===== src/rtl/sdram_arb_pkg.sv =====
// Shared types and constants for the three-port SDRAM arbiter.
// Optional feature macro used by the slice: SDRAM_ARB_GPU_PRIORITY_EN.
package sdram_arb_pkg;

  typedef enum logic [1:0] {
    IDLE      = 2'd0,
    ISSUE     = 2'd1,
    WAIT_DONE = 2'd2
  } arb_state_t;

  localparam int         NUM_PORTS = 3;
  localparam logic [1:0] PORT_GPU  = 2'd0;
  localparam logic [1:0] PORT_CPU  = 2'd1;
  localparam logic [1:0] PORT_SD   = 2'd2;

  // Port index that follows p in the 0 -> 1 -> 2 -> 0 rotation.
  function automatic logic [1:0] next_port(input logic [1:0] p);
    case (p)
      2'd0:    return 2'd1;
      2'd1:    return 2'd2;
      default: return 2'd0;
    endcase
  endfunction

endpackage


===== src/rtl/sdram_arb_rr_pick.sv =====
// Combinational winner selection for the SDRAM arbiter.
// SDRAM_ARB_GPU_PRIORITY_EN: port 0 always wins, ports 1/2 rotate between themselves.
module sdram_arb_rr_pick
  import sdram_arb_pkg::*;
(
  input  logic [NUM_PORTS-1:0] req_valid,
  input  logic [1:0]           rr,
  output logic [1:0]           winner,
  output logic                 any_valid
);

`ifdef SDRAM_ARB_GPU_PRIORITY_EN
  // GPU has absolute priority; rr only orders CPU against SD.
  always_comb begin
    any_valid = |req_valid;
    if (req_valid[PORT_GPU]) begin
      winner = PORT_GPU;
    end else if (rr == PORT_SD) begin
      winner = req_valid[PORT_SD] ? PORT_SD : PORT_CPU;
    end else begin
      winner = req_valid[PORT_CPU] ? PORT_CPU : PORT_SD;
    end
  end
`else
  logic [1:0] cand_s;
  logic       hit_s;

  // Walk rr, rr+1, rr+2 (mod 3) and keep the first requester found.
  always_comb begin
    winner    = rr;
    any_valid = 1'b0;
    cand_s    = rr;
    hit_s     = 1'b0;
    for (int k = 0; k < NUM_PORTS; k++) begin
      hit_s     = !any_valid && req_valid[cand_s];
      winner    = hit_s ? cand_s : winner;
      any_valid = any_valid | hit_s;
      cand_s    = next_port(cand_s);
    end
  end
`endif

endmodule


===== src/rtl/sdram_port_arbiter.sv =====
// Shares one SDRAM controller port between GPU, CPU and SD loader, one transaction at a time.
// Arbitration policy selected by SDRAM_ARB_GPU_PRIORITY_EN (see sdram_arb_rr_pick).
module sdram_port_arbiter
  import sdram_arb_pkg::*;
#(
  parameter int ADDR_WIDTH = 24,
  parameter int DATA_WIDTH = 32,
  parameter int MASK_WIDTH = DATA_WIDTH / 8
) (
  input  logic                                  clk,
  input  logic                                  rst_n,
  input  logic [NUM_PORTS-1:0]                  req_valid,
  input  logic [NUM_PORTS-1:0]                  req_write,
  input  logic [NUM_PORTS-1:0][ADDR_WIDTH-1:0]  req_addr,
  input  logic [NUM_PORTS-1:0][DATA_WIDTH-1:0]  req_wdata,
  input  logic [NUM_PORTS-1:0][MASK_WIDTH-1:0]  req_wmask,
  output logic [NUM_PORTS-1:0]                  req_ready,
  output logic [NUM_PORTS-1:0]                  rsp_valid,
  output logic [DATA_WIDTH-1:0]                 rsp_rdata,
  output logic                                  mem_valid,
  input  logic                                  mem_ready,
  output logic                                  mem_write,
  output logic [ADDR_WIDTH-1:0]                 mem_addr,
  output logic [DATA_WIDTH-1:0]                 mem_wdata,
  output logic [MASK_WIDTH-1:0]                 mem_wmask,
  input  logic                                  mem_done,
  input  logic [DATA_WIDTH-1:0]                 mem_rdata
);

  arb_state_t                state_r, state_nxt_s;
  logic [1:0]                rr_r, rr_nxt_s;
  logic [1:0]                owner_r, owner_nxt_s;
  logic [NUM_PORTS-1:0]      req_ready_r, req_ready_nxt_s;
  logic [NUM_PORTS-1:0]      rsp_valid_r, rsp_valid_nxt_s;
  logic [DATA_WIDTH-1:0]     rsp_rdata_r, rsp_rdata_nxt_s;
  logic                      mem_valid_r, mem_valid_nxt_s;
  logic                      mem_write_r, mem_write_nxt_s;
  logic [ADDR_WIDTH-1:0]     mem_addr_r, mem_addr_nxt_s;
  logic [DATA_WIDTH-1:0]     mem_wdata_r, mem_wdata_nxt_s;
  logic [MASK_WIDTH-1:0]     mem_wmask_r, mem_wmask_nxt_s;
  logic [1:0]                winner_s;
  logic                      any_valid_s;
  logic                      complete_s;

  sdram_arb_rr_pick u_pick (
    .req_valid (req_valid),
    .rr        (rr_r),
    .winner    (winner_s),
    .any_valid (any_valid_s)
  );

  // Next-state and next-output logic; every output is registered below.
  always_comb begin
    state_nxt_s     = state_r;
    rr_nxt_s        = rr_r;
    owner_nxt_s     = owner_r;
    req_ready_nxt_s = '0;
    rsp_valid_nxt_s = '0;
    rsp_rdata_nxt_s = rsp_rdata_r;
    mem_valid_nxt_s = mem_valid_r;
    mem_write_nxt_s = mem_write_r;
    mem_addr_nxt_s  = mem_addr_r;
    mem_wdata_nxt_s = mem_wdata_r;
    mem_wmask_nxt_s = mem_wmask_r;
    complete_s      = 1'b0;
    case (state_r)
      IDLE: begin
        if (any_valid_s) begin
          owner_nxt_s               = winner_s;
          req_ready_nxt_s[winner_s] = 1'b1;
          mem_valid_nxt_s           = 1'b1;
          mem_write_nxt_s           = req_write[winner_s];
          mem_addr_nxt_s            = req_addr[winner_s];
          mem_wdata_nxt_s           = req_wdata[winner_s];
          mem_wmask_nxt_s           = req_wmask[winner_s];
          state_nxt_s               = ISSUE;
        end else begin
          state_nxt_s = IDLE;
        end
      end
      ISSUE: begin
        // A done arriving with the accept completes the transaction at once.
        if (mem_ready) begin
          mem_valid_nxt_s = 1'b0;
          complete_s      = mem_done;
          state_nxt_s     = mem_done ? IDLE : WAIT_DONE;
        end else begin
          state_nxt_s = ISSUE;
        end
      end
      WAIT_DONE: begin
        complete_s  = mem_done;
        state_nxt_s = mem_done ? IDLE : WAIT_DONE;
      end
      default: begin
        mem_valid_nxt_s = 1'b0;
        state_nxt_s     = IDLE;
      end
    endcase
    if (complete_s) begin
      rsp_valid_nxt_s[owner_r] = 1'b1;
      rsp_rdata_nxt_s          = mem_write_r ? rsp_rdata_r : mem_rdata;
      rr_nxt_s                 = next_port(owner_r);
    end else begin
      rr_nxt_s = rr_r;
    end
  end

  // State and output registers.
  always_ff @(posedge clk or negedge rst_n) begin
    if (!rst_n) begin
      state_r     <= IDLE;
      rr_r        <= 2'd0;
      owner_r     <= 2'd0;
      req_ready_r <= '0;
      rsp_valid_r <= '0;
      rsp_rdata_r <= '0;
      mem_valid_r <= 1'b0;
      mem_write_r <= 1'b0;
      mem_addr_r  <= '0;
      mem_wdata_r <= '0;
      mem_wmask_r <= '0;
    end else begin
      state_r     <= state_nxt_s;
      rr_r        <= rr_nxt_s;
      owner_r     <= owner_nxt_s;
      req_ready_r <= req_ready_nxt_s;
      rsp_valid_r <= rsp_valid_nxt_s;
      rsp_rdata_r <= rsp_rdata_nxt_s;
      mem_valid_r <= mem_valid_nxt_s;
      mem_write_r <= mem_write_nxt_s;
      mem_addr_r  <= mem_addr_nxt_s;
      mem_wdata_r <= mem_wdata_nxt_s;
      mem_wmask_r <= mem_wmask_nxt_s;
    end
  end

  assign req_ready = req_ready_r;
  assign rsp_valid = rsp_valid_r;
  assign rsp_rdata = rsp_rdata_r;
  assign mem_valid = mem_valid_r;
  assign mem_write = mem_write_r;
  assign mem_addr  = mem_addr_r;
  assign mem_wdata = mem_wdata_r;
  assign mem_wmask = mem_wmask_r;

endmodule


===== config.mk =====
export PLATFORM = sky130hd
export DESIGN_NAME = sdram_port_arbiter
export DESIGN_NICKNAME = d
export VERILOG_FILES = /design/src/rtl/sdram_arb_pkg.sv /design/src/rtl/sdram_arb_rr_pick.sv /design/src/rtl/sdram_port_arbiter.sv
export SDC_FILE = /design/constraint.sdc
export NUM_CORES = 1
export LEC_CHECK = 0
export ABC_CLOCK_PERIOD_IN_PS = 5700
export CAP_MARGIN = 10
export CORE_AREA = 2 2 125 127
export CTS_BUF_LIST = sky130_fd_sc_hd__clkbuf_4
export DETAILED_ROUTE_END_ITERATION = 8
export DIE_AREA = 0 0 127 129
export HOLD_SLACK_MARGIN = 0.08
export PLACE_DENSITY = 0.71
export SLEW_MARGIN = 10
export SYNTH_ARGS = -nofsm -noshare
export SYNTH_HDL_FRONTEND = slang
export SYNTH_SLANG_ARGS = --single-unit

===== constraint.sdc =====
create_clock -name clk -period 5.7 [get_ports clk]
set_input_delay 0.57 -clock clk [delete_from_list [all_inputs] [get_ports clk]]
set_output_delay 0.57 -clock clk [all_outputs]
set_load 0.01 [all_outputs]

# Word level (Yosys, flattened, before mapping)
# Index checks and enable logic that the tools add are counted.
# op_classes
n_lt_le_gt_ge	7
n_eq_ne	7
mux	35
n_bitwise	4
reduce_logical	13
# op_table
op	count
$bmux W32 S2	1
$bmux W24 S2	1
$mux W32	1
$mux W24	1
$lt A2 B3 Y1 const B	5
$pmux W2 S2	3
$mux W1	10
$mux W3	3
$bmux W1 S2	4
$bmux W4 S2	1
$eq A2 B1 Y1 const B	4
$logic_not A2 Y1	4
$mux W2	4
$pmux W2 S3	1
$demux W1 S2	2
$ge A2 B1 Y1 const B	2
$logic_and A1 B1 Y1	4
$mux W4	1
$ne A2 B2 Y1 const B	2
$reduce_and A2 Y1	2
$pmux W1 S3	1
$reduce_and A3 Y1	1
$eq A2 B2 Y1 const B	1
$logic_not A1 Y1	2
3 further kinds	5
# word_totals
regBits	106
in_bits	222
output_inout_bits	100
word_cells	77

# Depth between registers and ports, before layout
# Gate-level depths: netlist of the first run.
# depth
word_depth	15
mapped_depth	7
mapped_depth_nobuf	6

# Cells and area by module
# A second synthesis of the first run with hierarchy kept.
# hier_totals
hier_cells	412
area_unflattened_um2	4947.2
# by_module_without_submodules
module	n_inst	cells_per_inst	area_per_inst_um2	seq_area_each_um2
sdram_port_arbiter	1	400	4878.4	2652.5
sdram_arb_rr_pick	1	12	68.8	0.0

# Worst setup path before layout of the first run
# Ideal clock, no wire load.
# synth_path
kind	register to register
from	register state_r[1]
to	register rsp_rdata_r[10] (netlist: rsp_rdata[10])
setup_ps	125
arrival_time_ps	1699
required_ps	5575
path_slack_ps	3876
stages_incl_launch_ff	8
path_buffers	1
period_less_slack_ps	1824
cell_sequence	dfrtp_1 -> inv_1 -> ha_1 -> a21o_1 -> nand3_1 -> nor2_1 -> buf_2 -> mux2_2
# synth_via
elab_chain_len	3
word_cells_on_any_way	4
classes_between	2 x eq/ne; 1 x mux; 1 x reduce/logical
# synth_rtl
item	line	source
start, declared	sdram_port_arbiter.sv:30	arb_state_t state_r, state_nxt_s;
start signal, assigned	sdram_port_arbiter.sv:124	state_r <= state_nxt_s;
$eq A2 B2 Y1 or $eq A2 B1 Y1 (tied branches)	sdram_port_arbiter.sv:66	case (state_r)
$pmux W1 S2 (*)	sdram_port_arbiter.sv:66	
$reduce_and A2 Y1 (no line) (*)	-	
end signal, assigned	sdram_port_arbiter.sv:129	rsp_rdata_r <= rsp_rdata_nxt_s;
end, declared	sdram_port_arbiter.sv:35	logic [DATA_WIDTH-1:0] rsp_rdata_r, rsp_rdata_nxt_s;
# Mark *: on every way between the ends. The rest lies on a longest branch, timed or not.
# A chain may end at the register's enable or synchronous reset.

# Worst setup path after layout of the first run
# layout_path
from	input req_valid[0]
to	register mem_wdata_r[9] (netlist: mem_wdata[9])
# layout_via
elab_chain_len	10
word_cells_on_any_way	17
classes_between	10 x mux; 2 x bitwise; 5 x reduce/logical
# layout_rtl
item	line	source
start, declared	sdram_port_arbiter.sv:12	input logic [NUM_PORTS-1:0] req_valid,
$bmux W1 S2	sdram_arb_rr_pick.sv:35	hit_s = !any_valid && req_valid[cand_s];
$mux W1 (not written as such)	sdram_arb_rr_pick.sv:35	
$logic_not A1 Y1	sdram_arb_rr_pick.sv:35	
$logic_and A1 B1 Y1	sdram_arb_rr_pick.sv:35	
$or A1 B1 Y1	sdram_arb_rr_pick.sv:37	any_valid = any_valid | hit_s;
$logic_not A1 Y1	sdram_arb_rr_pick.sv:35	
$logic_and A1 B1 Y1	sdram_arb_rr_pick.sv:35	
$mux W2	sdram_arb_rr_pick.sv:36	winner = hit_s ? cand_s : winner;
$bmux W32 S2	sdram_port_arbiter.sv:74	mem_wdata_nxt_s = req_wdata[winner_s];
$mux W32 (not written as such)	sdram_port_arbiter.sv:74	
end signal, assigned	sdram_port_arbiter.sv:133	mem_wdata_r <= mem_wdata_nxt_s;
end, declared	sdram_port_arbiter.sv:39	logic [DATA_WIDTH-1:0] mem_wdata_r, mem_wdata_nxt_s;
# Several ways; a longest one is shown, not always the timed one. The select of a mux whose other input is x is not followed.

==> results.sh, run 1 <==
export IMPL_max_freq_ghz=0.411
export IMPL_cp_slowest_cell="and3_2"
export IMPL_yosys_warnings=0
export IMPL_slowest_delay_ns=1.02
export IMPL_synth_common_cells="a32oi_1, dfrtp_1, nand2_1"
export IMPL_status="completed"
export IMPL_cp_start_kind="input pin"
export IMPL_finalMaxSlewViolations=0
export IMPL_finalSetupViolations=0
export IMPL_drtIter0Drc=196
export IMPL_grt_util_all_layers_pct=20.5
export IMPL_synth_edff_count=0
export IMPL_antenna_left=0
export IMPL_grt_start_max_net_pins=63
export IMPL_area_delta_synth_final_pct=71.0
export IMPL_crit_type="in -> reg"
export IMPL_core_um2=15000
export IMPL_grt_first_pass_wirelength_mm=26.2
export IMPL_rows=45
export IMPL_syn_nets=636
export IMPL_vias_per_cell=5.44
export IMPL_rr_worst_depth=5
export IMPL_vias=4893
export IMPL_fin_crit_ns=2.44
export IMPL_numCtsBuffers=9
export IMPL_worstPathMaxFanout=62
export IMPL_synth_flop_cell="dfrtp_1"
export IMPL_start_util_pct=32.8
export IMPL_nets=933
export IMPL_cts_max_path_buffers=2
export IMPL_dr_pass1_iters=4
export IMPL_synthCells=410
export IMPL_hold_viol=0
export IMPL_worstHoldPathType="in -> async"
export IMPL_die_area_um2=16400
export IMPL_max_slew_worst_pin_slew_ns=1.22
export IMPL_final_setup_tns_ns=0
export IMPL_max_cap_violations=0
export IMPL_rsz0062_at_grt="no"
export IMPL_cts_resized=0
export IMPL_yosysTopAreaCell="dfrtp_1"
export IMPL_ios=322
export IMPL_worstPathRequired_ns=6.09
export IMPL_drc=0
export IMPL_cp_end_kind="flip-flop"
export IMPL_period_share_pct=42.7
export IMPL_power_density_nw_per_um2=459
export IMPL_path_cells="clkdlybuf4s50_1, nand2b_1, and3_2, a32oi_1, nand2_1"
export IMPL_globalRouteOverflowTotal=0
export IMPL_die_w_um=127
export IMPL_cts_tree="yes"
export IMPL_synth_area_top_cells="dfrtp_1, a32oi_1, mux2_2"
export IMPL_cts_setup_buffers=0
export IMPL_arrival_ns=2.83
export IMPL_clk_pin_slew_worst_paths_ns=0.17
export IMPL_antenna_found_initial=0
export IMPL_htree_levels=3
export IMPL_clock_sinks=106
export IMPL_synth_distinct_cells=31
export IMPL_p_leak_nw=3.43
export IMPL_yosysMostFrequentCell="a32oi_1"
export IMPL_yosysSeqAreaShare_pct=54.0
export IMPL_root_buffer="clkbuf_4"
export IMPL_antenna_cells=0
export IMPL_place_gp_congestion=0.807
export IMPL_routedWlPerCell_um=20.0
export IMPL_ir_drop_uv=226
export IMPL_ctsHoldBuffers=0
export IMPL_clk_latency_ns=0.46
export IMPL_post_place_ws_ns=2.50
export IMPL_die_h_um=129
export IMPL_io_buffers=321
export IMPL_wl_mm=18.0
export IMPL_fin_ws_ns=3.26
export IMPL_finalClockSkew_ns=0.0136
export IMPL_syn_area_per_cell_um2=12.0
export IMPL_dp_hpwl_mm=13.0
export IMPL_synth_top_cell_area_share_pct=54.0
export IMPL_synthArstFlopShare_pct=100
export IMPL_synth_seq_cells=106
export IMPL_grt_pass1_vias=4987
export IMPL_synth_area_um2=4910
export IMPL_maxSlewHeadroom_pct=18.5
export IMPL_drive_gt1_share_pct=9.13
-- worst max-delay path, delay by kind of cell --
kind	cells	cell delay [ns]
AND/OR/NAND/NOR	3	1.34
AO/OA/AOI/OAI	1	0.30
buffers and inverters	1	0.58
-- metrics by stage --
step	power (mW)	utilization (%)	hold WS, ns	std cells	area [um2]
after global placement	3.26	54.4	0.462	882	8150
final	3.85	56.0	0.122	900	8390
after global routing	4.10	56.0	0.142	900	8390
after floorplan	2.28	-	0.274	410	4910
after CTS	3.87	55.8	0.117	898	8360
after detailed placement	3.34	54.4	0.465	882	8150
-- cell usage in the layout (no fill, tap or decap), types with 2 or more instances in the layout --
cell and instances:
buf_4 7, ha_1 4, a21oi_1 2, nor3b_1 2, nor2b_1 2, bufinv_16 4, a21o_1 3, dfrtp_1 106
nand2_1 65, mux2_2 32, nand2b_1 3, a32oi_1 122, clkdlybuf4s50_1 320, inv_1 7, nor3_1 4, clkbuf_4 9
-- flip-flops by register name, indices dropped and copies added, names as in the netlist --
| signal | count |
|---|---|
| mem_addr | 24 |
| mem_valid | 1 |
| mem_wdata | 32 |
| mem_wmask | 4 |
| mem_write | 1 |
| owner_r | 2 |
| req_ready | 3 |
| rr_r | 2 |
| rsp_rdata | 32 |
| rsp_valid | 3 |
| state_r | 2 |
-- cell type report --
type / instances / area, um2
clock inverter: 7 / 140
sequential: 106 / 2650
fill: 1286 / 6580
timing repair buffer: 329 / 3290
clock buffer: 9 / 67.6
tap: 188 / 235
multi-input combinational: 254 / 1980
inverter: 7 / 26.3
-- final timing paths --
| kind | end | slack (ns) | start |
|---|---|---|---|
| setup / recovery | mem_wdata[9] | 3.26 | req_valid[0] |
| hold / removal | rsp_rdata[15] | 0.12 | rst_n |
| setup reg to reg | mem_wdata[9] | 3.29 | state_r[0] |
| hold reg to reg | mem_wdata[12] | 0.50 | mem_wdata[12] |
| max in group asynchronous | req_ready[2] | 4.41 | rst_n |
| min in group clk | mem_wdata[12] | 0.50 | mem_wdata[12] |
-- power by group --
group | switching [mW] | internal (mW) | total [mW]
logic | 0.949 | 1.06 | 2.01
registers | 0.210 | 1.10 | 1.31
clock network | 0.257 | 0.266 | 0.523
-- cells by family (layout without fill, tap and decap cells) --
logic type	count (synthesis)	count (layout)	synth area share, %
compound gates	134	134	24.0
fa+ha+maj	4	4	1.02
buf+inv	50	352	6.12
flops	106	106	54.0
mux	32	32	7.34
simple gates	84	84	7.44
-- routing by layer --
metal	vias to the layer above	share of wire [%]	track usage, %	wire length [um]
li1	2228	-	-	-
met1	2379	38	22.5	6750
met2	256	51	37.2	9120
met3	30	9.5	6.90	1710
met4	0	2.2	7.50	397
met5	-	0	0	0
Note: power is estimated with default switching activity, not from simulation.
==> run 2: changes to the inputs <==
--- a/config.mk
+++ b/config.mk
@@ -5,14 +5,14 @@
 export SDC_FILE = /design/constraint.sdc
 export NUM_CORES = 1
 export LEC_CHECK = 0
-export ABC_CLOCK_PERIOD_IN_PS = 5700
+export ABC_CLOCK_PERIOD_IN_PS = 2080
 export CAP_MARGIN = 10
-export CORE_AREA = 2 2 125 127
+export CORE_MARGIN = 2
+export CORE_UTILIZATION = 34
 export CTS_BUF_LIST = sky130_fd_sc_hd__clkbuf_4
 export DETAILED_ROUTE_END_ITERATION = 8
-export DIE_AREA = 0 0 127 129
 export HOLD_SLACK_MARGIN = 0.08
-export PLACE_DENSITY = 0.71
+export PLACE_DENSITY = 0.77
 export SLEW_MARGIN = 10
 export SYNTH_ARGS = -nofsm -noshare
 export SYNTH_HDL_FRONTEND = slang
==> constraint.sdc (replaced) <==
create_clock -name clk -period 2.08 [get_ports clk]
set_input_delay 0.208 -clock clk [delete_from_list [all_inputs] [get_ports clk]]
set_output_delay 0.208 -clock clk [all_outputs]
set_load 0.01 [all_outputs]
==> results.sh, run 2 (synthesis results as in run 1) <==
export IMPL_die_area_um2=15400
export IMPL_final_cell_mix="clkdlybuf4s50_1, a32oi_1, dfrtp_1, nand2_1, mux2_2"
export IMPL_power_density_nw_per_um2=1230
export IMPL_drive_gt1_share_pct=10.1
export IMPL_cp_end_kind="flip-flop"
export IMPL_vias_per_cell=5.64
export IMPL_io_buffers=321
export IMPL_die_w_um=124
export IMPL_switchingPower_mw=3.96
export IMPL_finalMaxSlewViolations=0
export IMPL_cp_start_kind="flip-flop"
export IMPL_max_freq_ghz=0.527
export IMPL_htree_levels=3
export IMPL_root_buffer="clkbuf_4"
export IMPL_rsz0062_at_grt="no"
export IMPL_period_share_pct=91.2
export IMPL_antenna_left=0
export IMPL_routedWlPerCell_um=21.0
export IMPL_cts_max_path_buffers=2
export IMPL_p_seq_share_pct=34.3
export IMPL_place_gp_congestion=0.829
export IMPL_final_common_cell="clkdlybuf4s50_1"
export IMPL_crit_type="reg -> reg"
export IMPL_dp_hpwl_mm=13.6
export IMPL_grt_start_max_net_pins=63
export IMPL_final_util_pct=60.7
export IMPL_cts_setup_buffers=0
export IMPL_clk_latency_ns=0.48
export IMPL_ios=322
export IMPL_drc=0
export IMPL_arrival_ns=2.33
export IMPL_finalSetupViolations=0
export IMPL_numCtsBuffers=9
export IMPL_wl_mm=19.0
export IMPL_grt_pass1_vias=5133
export IMPL_clkPwrFrac_pct=10.2
export IMPL_fin_crit_ns=1.90
export IMPL_maxSlewHeadroom_pct=71.1
export IMPL_n_fill_cell=1129
export IMPL_ir_drop_uv=682
export IMPL_globalRouteOverflowTotal=0
export IMPL_pwr_share_comb_pct=55.4
export IMPL_dr_pass1_iters=4
export IMPL_grt_first_pass_wirelength_mm=26.6
export IMPL_worstPathRequired_ns=2.52
export IMPL_nets=943
export IMPL_rr_worst_depth=7
export IMPL_antenna_found_initial=1
export IMPL_switching_share_pct=37.9
export IMPL_status="completed"
export IMPL_cts_tree="yes"
export IMPL_vias=5083
export IMPL_die_h_um=124
export IMPL_clk_pin_slew_worst_paths_ns=0.16
export IMPL_core_um2=14000
export IMPL_worstPathMaxFanout=31
export IMPL_max_cap_violations=0
export IMPL_area_delta_synth_final_pct=72.9
export IMPL_drtIter0Drc=221
export IMPL_finalClockSkew_ns=0.0188
export IMPL_hold_ws_ns=0.175
export IMPL_worstHoldPathType="in -> async"
export IMPL_p_leak_nw=3.48
export IMPL_grt_util_all_layers_pct=22.9
export IMPL_hold_viol=0
export IMPL_max_slew_worst_pin_slew_ns=0.433
export IMPL_start_util_pct=35.1
export IMPL_rows=43
export IMPL_final_setup_tns_ns=0
export IMPL_clock_sinks=106
export IMPL_intPower_mw=6.50
[run 2: repair_timing]
action                                  4_1_cts  5_1_grt
resized for setup                             0        3
hold buffers                                  1        0
hold endpoints to repair                    106        0
endpoints found under the setup margin        0        1
[run 2: worst paths after layout]
kind	from	slack, ns	endpoint
worst max register to register	state_r[0]	0.18	mem_wdata[16]
max in group asynchronous	rst_n	1.24	mem_wdata[9]
min in group clk	mem_done	0.30	state_r[1]
worst max-delay path	state_r[0]	0.18	mem_wdata[16]
worst min-delay path	rst_n	0.17	mem_addr[14]
worst min register to register	mem_addr[17]	0.51	mem_addr[17]
[run 2: power groups by stage]
stage	logic (mW)	registers (mW)	clock network [mW]
after detailed placement	5.79	3.64	0
after global placement	5.61	3.58	0
after global routing	6.25	3.71	1.20
after floorplan	2.24	4.00	0
after CTS	5.80	3.60	1.10
final	5.80	3.59	1.07
[run 2: critical path, cell delays in order, from the launching register on]
cell       delay [ns]
dfrtp_1          0.44
inv_1            0.09
ha_1             0.31
inv_1            0.11
a2111oi_4        0.35
clkbuf_16        0.32
a32oi_1          0.11
nand2_1          0.11
[run 2: final cells by class]
type	count	area (um2)	share of cell area (%)
Antenna cell	1	2.50	0.0295
Clock buffer	11	82.6	0.973
Clock inverter	3	42.5	0.501
Inverter	7	26.3	0.310
Multi-Input combinational cell	254	1980	23.3
Sequential cell	106	2650	31.3
Tap cell	180	225	2.65
Timing Repair Buffer	339	3470	40.9
[run 2: stage by stage]
stage	instance area, um2	setup WS, ns	std cells	total power [mW]
final	8490	0.183	901	10.5
after global routing	8490	0.0218	901	11.1
after CTS	8460	0.138	899	10.5
after detailed placement	8330	0.0784	884	9.43
after global placement	8330	0.152	884	9.19
after floorplan	4910	0.256	410	6.24
[run 2: routing by layer]
| layer | share of wire (%) | wire [um] | vias to the layer above | global-route usage [%] |
|---|---|---|---|---|
| met5 | 0 | 0 | - | 0 |
| li1 | - | - | 2248 | - |
| met2 | 51 | 9670 | 275 | 40.8 |
| met1 | 36 | 6880 | 2530 | 24.8 |
| met3 | 10 | 1920 | 30 | 7.42 |
| met4 | 2.6 | 489 | 0 | 10.2 |
==> run 3: changes to the inputs <==
--- a/config.mk
+++ b/config.mk
@@ -13,6 +13,8 @@
 export DETAILED_ROUTE_END_ITERATION = 8
 export HOLD_SLACK_MARGIN = 0.08
 export PLACE_DENSITY = 0.77
+export REMOVE_ABC_BUFFERS = 1
+export SETUP_SLACK_MARGIN = 0.4
 export SLEW_MARGIN = 10
 export SYNTH_ARGS = -nofsm -noshare
 export SYNTH_HDL_FRONTEND = slang
==> results.sh, run 3 (synthesis results as in run 1) <==
export IMPL_rows=43
export IMPL_max_freq_ghz=0.566
export IMPL_clk_pin_slew_worst_paths_ns=0.17
export IMPL_vias_per_cell=5.62
export IMPL_final_util_pct=65.3
export IMPL_max_slew_worst_pin_slew_ns=0.492
export IMPL_worstPathMaxFanout=8
export IMPL_core_um2=14000
export IMPL_post_place_cells=886
export IMPL_rsz0062_at_grt="yes"
export IMPL_drc=0
export IMPL_hold_viol=0
export IMPL_antenna_left=0
export IMPL_place_gp_congestion=0.818
export IMPL_final_setup_tns_ns=0
export IMPL_arrival_ns=2.14
export IMPL_root_buffer="clkbuf_4"
export IMPL_drtIter0Drc=399
export IMPL_pwr_share_comb_pct=56.8
export IMPL_routedWlPerCell_um=22.4
export IMPL_die_h_um=124
export IMPL_period_share_pct=85.0
export IMPL_worstHoldPathType="in -> async"
export IMPL_fin_crit_ns=1.77
export IMPL_die_w_um=124
export IMPL_nets=969
export IMPL_status="completed"
export IMPL_grt_first_pass_wirelength_mm=28.4
export IMPL_intPower_mw=6.99
export IMPL_switchingPower_mw=4.28
export IMPL_post_place_ws_ns=0.113
export IMPL_final_common_cell="clkdlybuf4s50_1"
export IMPL_grt_start_max_net_pins=59
export IMPL_htree_levels=3
export IMPL_finalSetupViolations=0
export IMPL_maxSlewHeadroom_pct=67.2
export IMPL_fin_ws_ns=0.313
export IMPL_final_cell_mix="clkdlybuf4s50_1, a32oi_1, dfrtp_1, nand2_1, dlymetal6s2s_1"
export IMPL_area_delta_synth_final_pct=86.0
export IMPL_finalMaxSlewViolations=0
export IMPL_grt_pass1_vias=5261
export IMPL_vias=5223
export IMPL_io_buffers=321
export IMPL_cp_start_kind="flip-flop"
export IMPL_stdcell_count=929
export IMPL_final_cell_area_um2=9130
export IMPL_grt_util_all_layers_pct=24.4
export IMPL_dr_pass1_iters=7
export IMPL_numCtsBuffers=9
export IMPL_crit_type="reg -> reg"
export IMPL_cp_end_kind="flip-flop"
export IMPL_clkPwrFrac_pct=10.9
export IMPL_drive_gt1_share_pct=15.4
export IMPL_hold_ws_ns=0.188
export IMPL_ir_drop_uv=565
export IMPL_start_util_pct=35.1
export IMPL_finalClockSkew_ns=0.0232
export IMPL_ios=322
export IMPL_antenna_found_initial=1
export IMPL_cts_tree="yes"
export IMPL_max_cap_violations=0
export IMPL_p_total_mw=11.3
export IMPL_clk_latency_ns=0.47
export IMPL_worstPathRequired_ns=2.45
export IMPL_die_area_um2=15400
export IMPL_clock_sinks=106
export IMPL_switching_share_pct=38.0
export IMPL_dp_hpwl_mm=14.4
export IMPL_wl_mm=20.8
export IMPL_cts_max_path_buffers=2
export IMPL_p_seq_share_pct=32.3
export IMPL_dpl_cell_area_um2=8340
export IMPL_power_density_nw_per_um2=1230
export IMPL_p_leak_nw=4.22
export IMPL_globalRouteOverflowTotal=0
[run 3: cell count changes in the layout (fill, tap and decap cells not counted), moves of 7 or more]
cell             delta
clkdlybuf4s50_1    -57
mux2_4             +31
a32oi_1             -7
dlygate4sd2_1      +23
a32oi_2             +7
buf_4              +16
mux2_2             -31
dlymetal6s2s_1     +34
[run 3: path summary, 6_finish.rpt]
| check | from | endpoint | slack (ns) | cells after the start |
|---|---|---|---|---|
| min | rst_n | mem_wdata[22] | 0.19 | 2 |
| min reg2reg | owner_r[1] | rsp_valid[0] | 0.50 | 1 |
| max reg2reg | state_r[0] | rsp_rdata[30] | 0.31 | 8 |
| min in group clk | req_addr[12] | mem_addr[12] | 0.30 | 3 |
| max | state_r[0] | rsp_rdata[30] | 0.31 | 8 |
| max in group asynchronous | rst_n | rr_r[1] | 1.21 | 3 |
[run 3: cell type report]
class | count | area (um2)
Clock inverter | 6 | 88.8
Inverter | 7 | 28.8
Tap cell | 180 | 225
Fill cell | 1077 | 4860
Multi-Input combinational cell | 254 | 2200
Timing Repair Buffer | 365 | 3860
Sequential cell | 106 | 2650
Clock buffer | 10 | 75.1
Antenna cell | 1 | 2.50
[run 3: what timing repair did]
item,in CTS,in global routing
gates cloned,2,4
gates resized for setup,31,82
setup endpoints to repair,118,131
endpoints found under the hold margin,106,0
buffers inserted,7,12
hold buffers,1,0
pin swaps,2,21
[run 3: power groups by stage]
stage	registers (mW)	logic, mW	clock network, mW
floorplan	4.00	1.98	0
detailed placement	3.66	5.80	0
global route	3.75	6.80	1.33
finish	3.64	6.40	1.23
CTS	3.62	5.84	1.24
global placement	3.62	5.64	0
[run 3: layer usage]
metal / vias to the layer above / GRT usage (%) / share of wire [%]
met3: 59 / 6.09 / 7.8
li1: 2292 / - / -
met4: 2 / 11.0 / 3.0
met5: - / 0 / 0.062
met2: 300 / 41.7 / 51
met1: 2570 / 29.1 / 38
[run 3: critical path: stages (launching register included)]
cell	delay, ns
dfrtp_1	0.44
buf_4	0.15
ha_4	0.16
a21o_1	0.19
nand3_2	0.09
nor2_4	0.05
buf_6	0.12
clkbuf_16	0.17
mux2_4	0.30
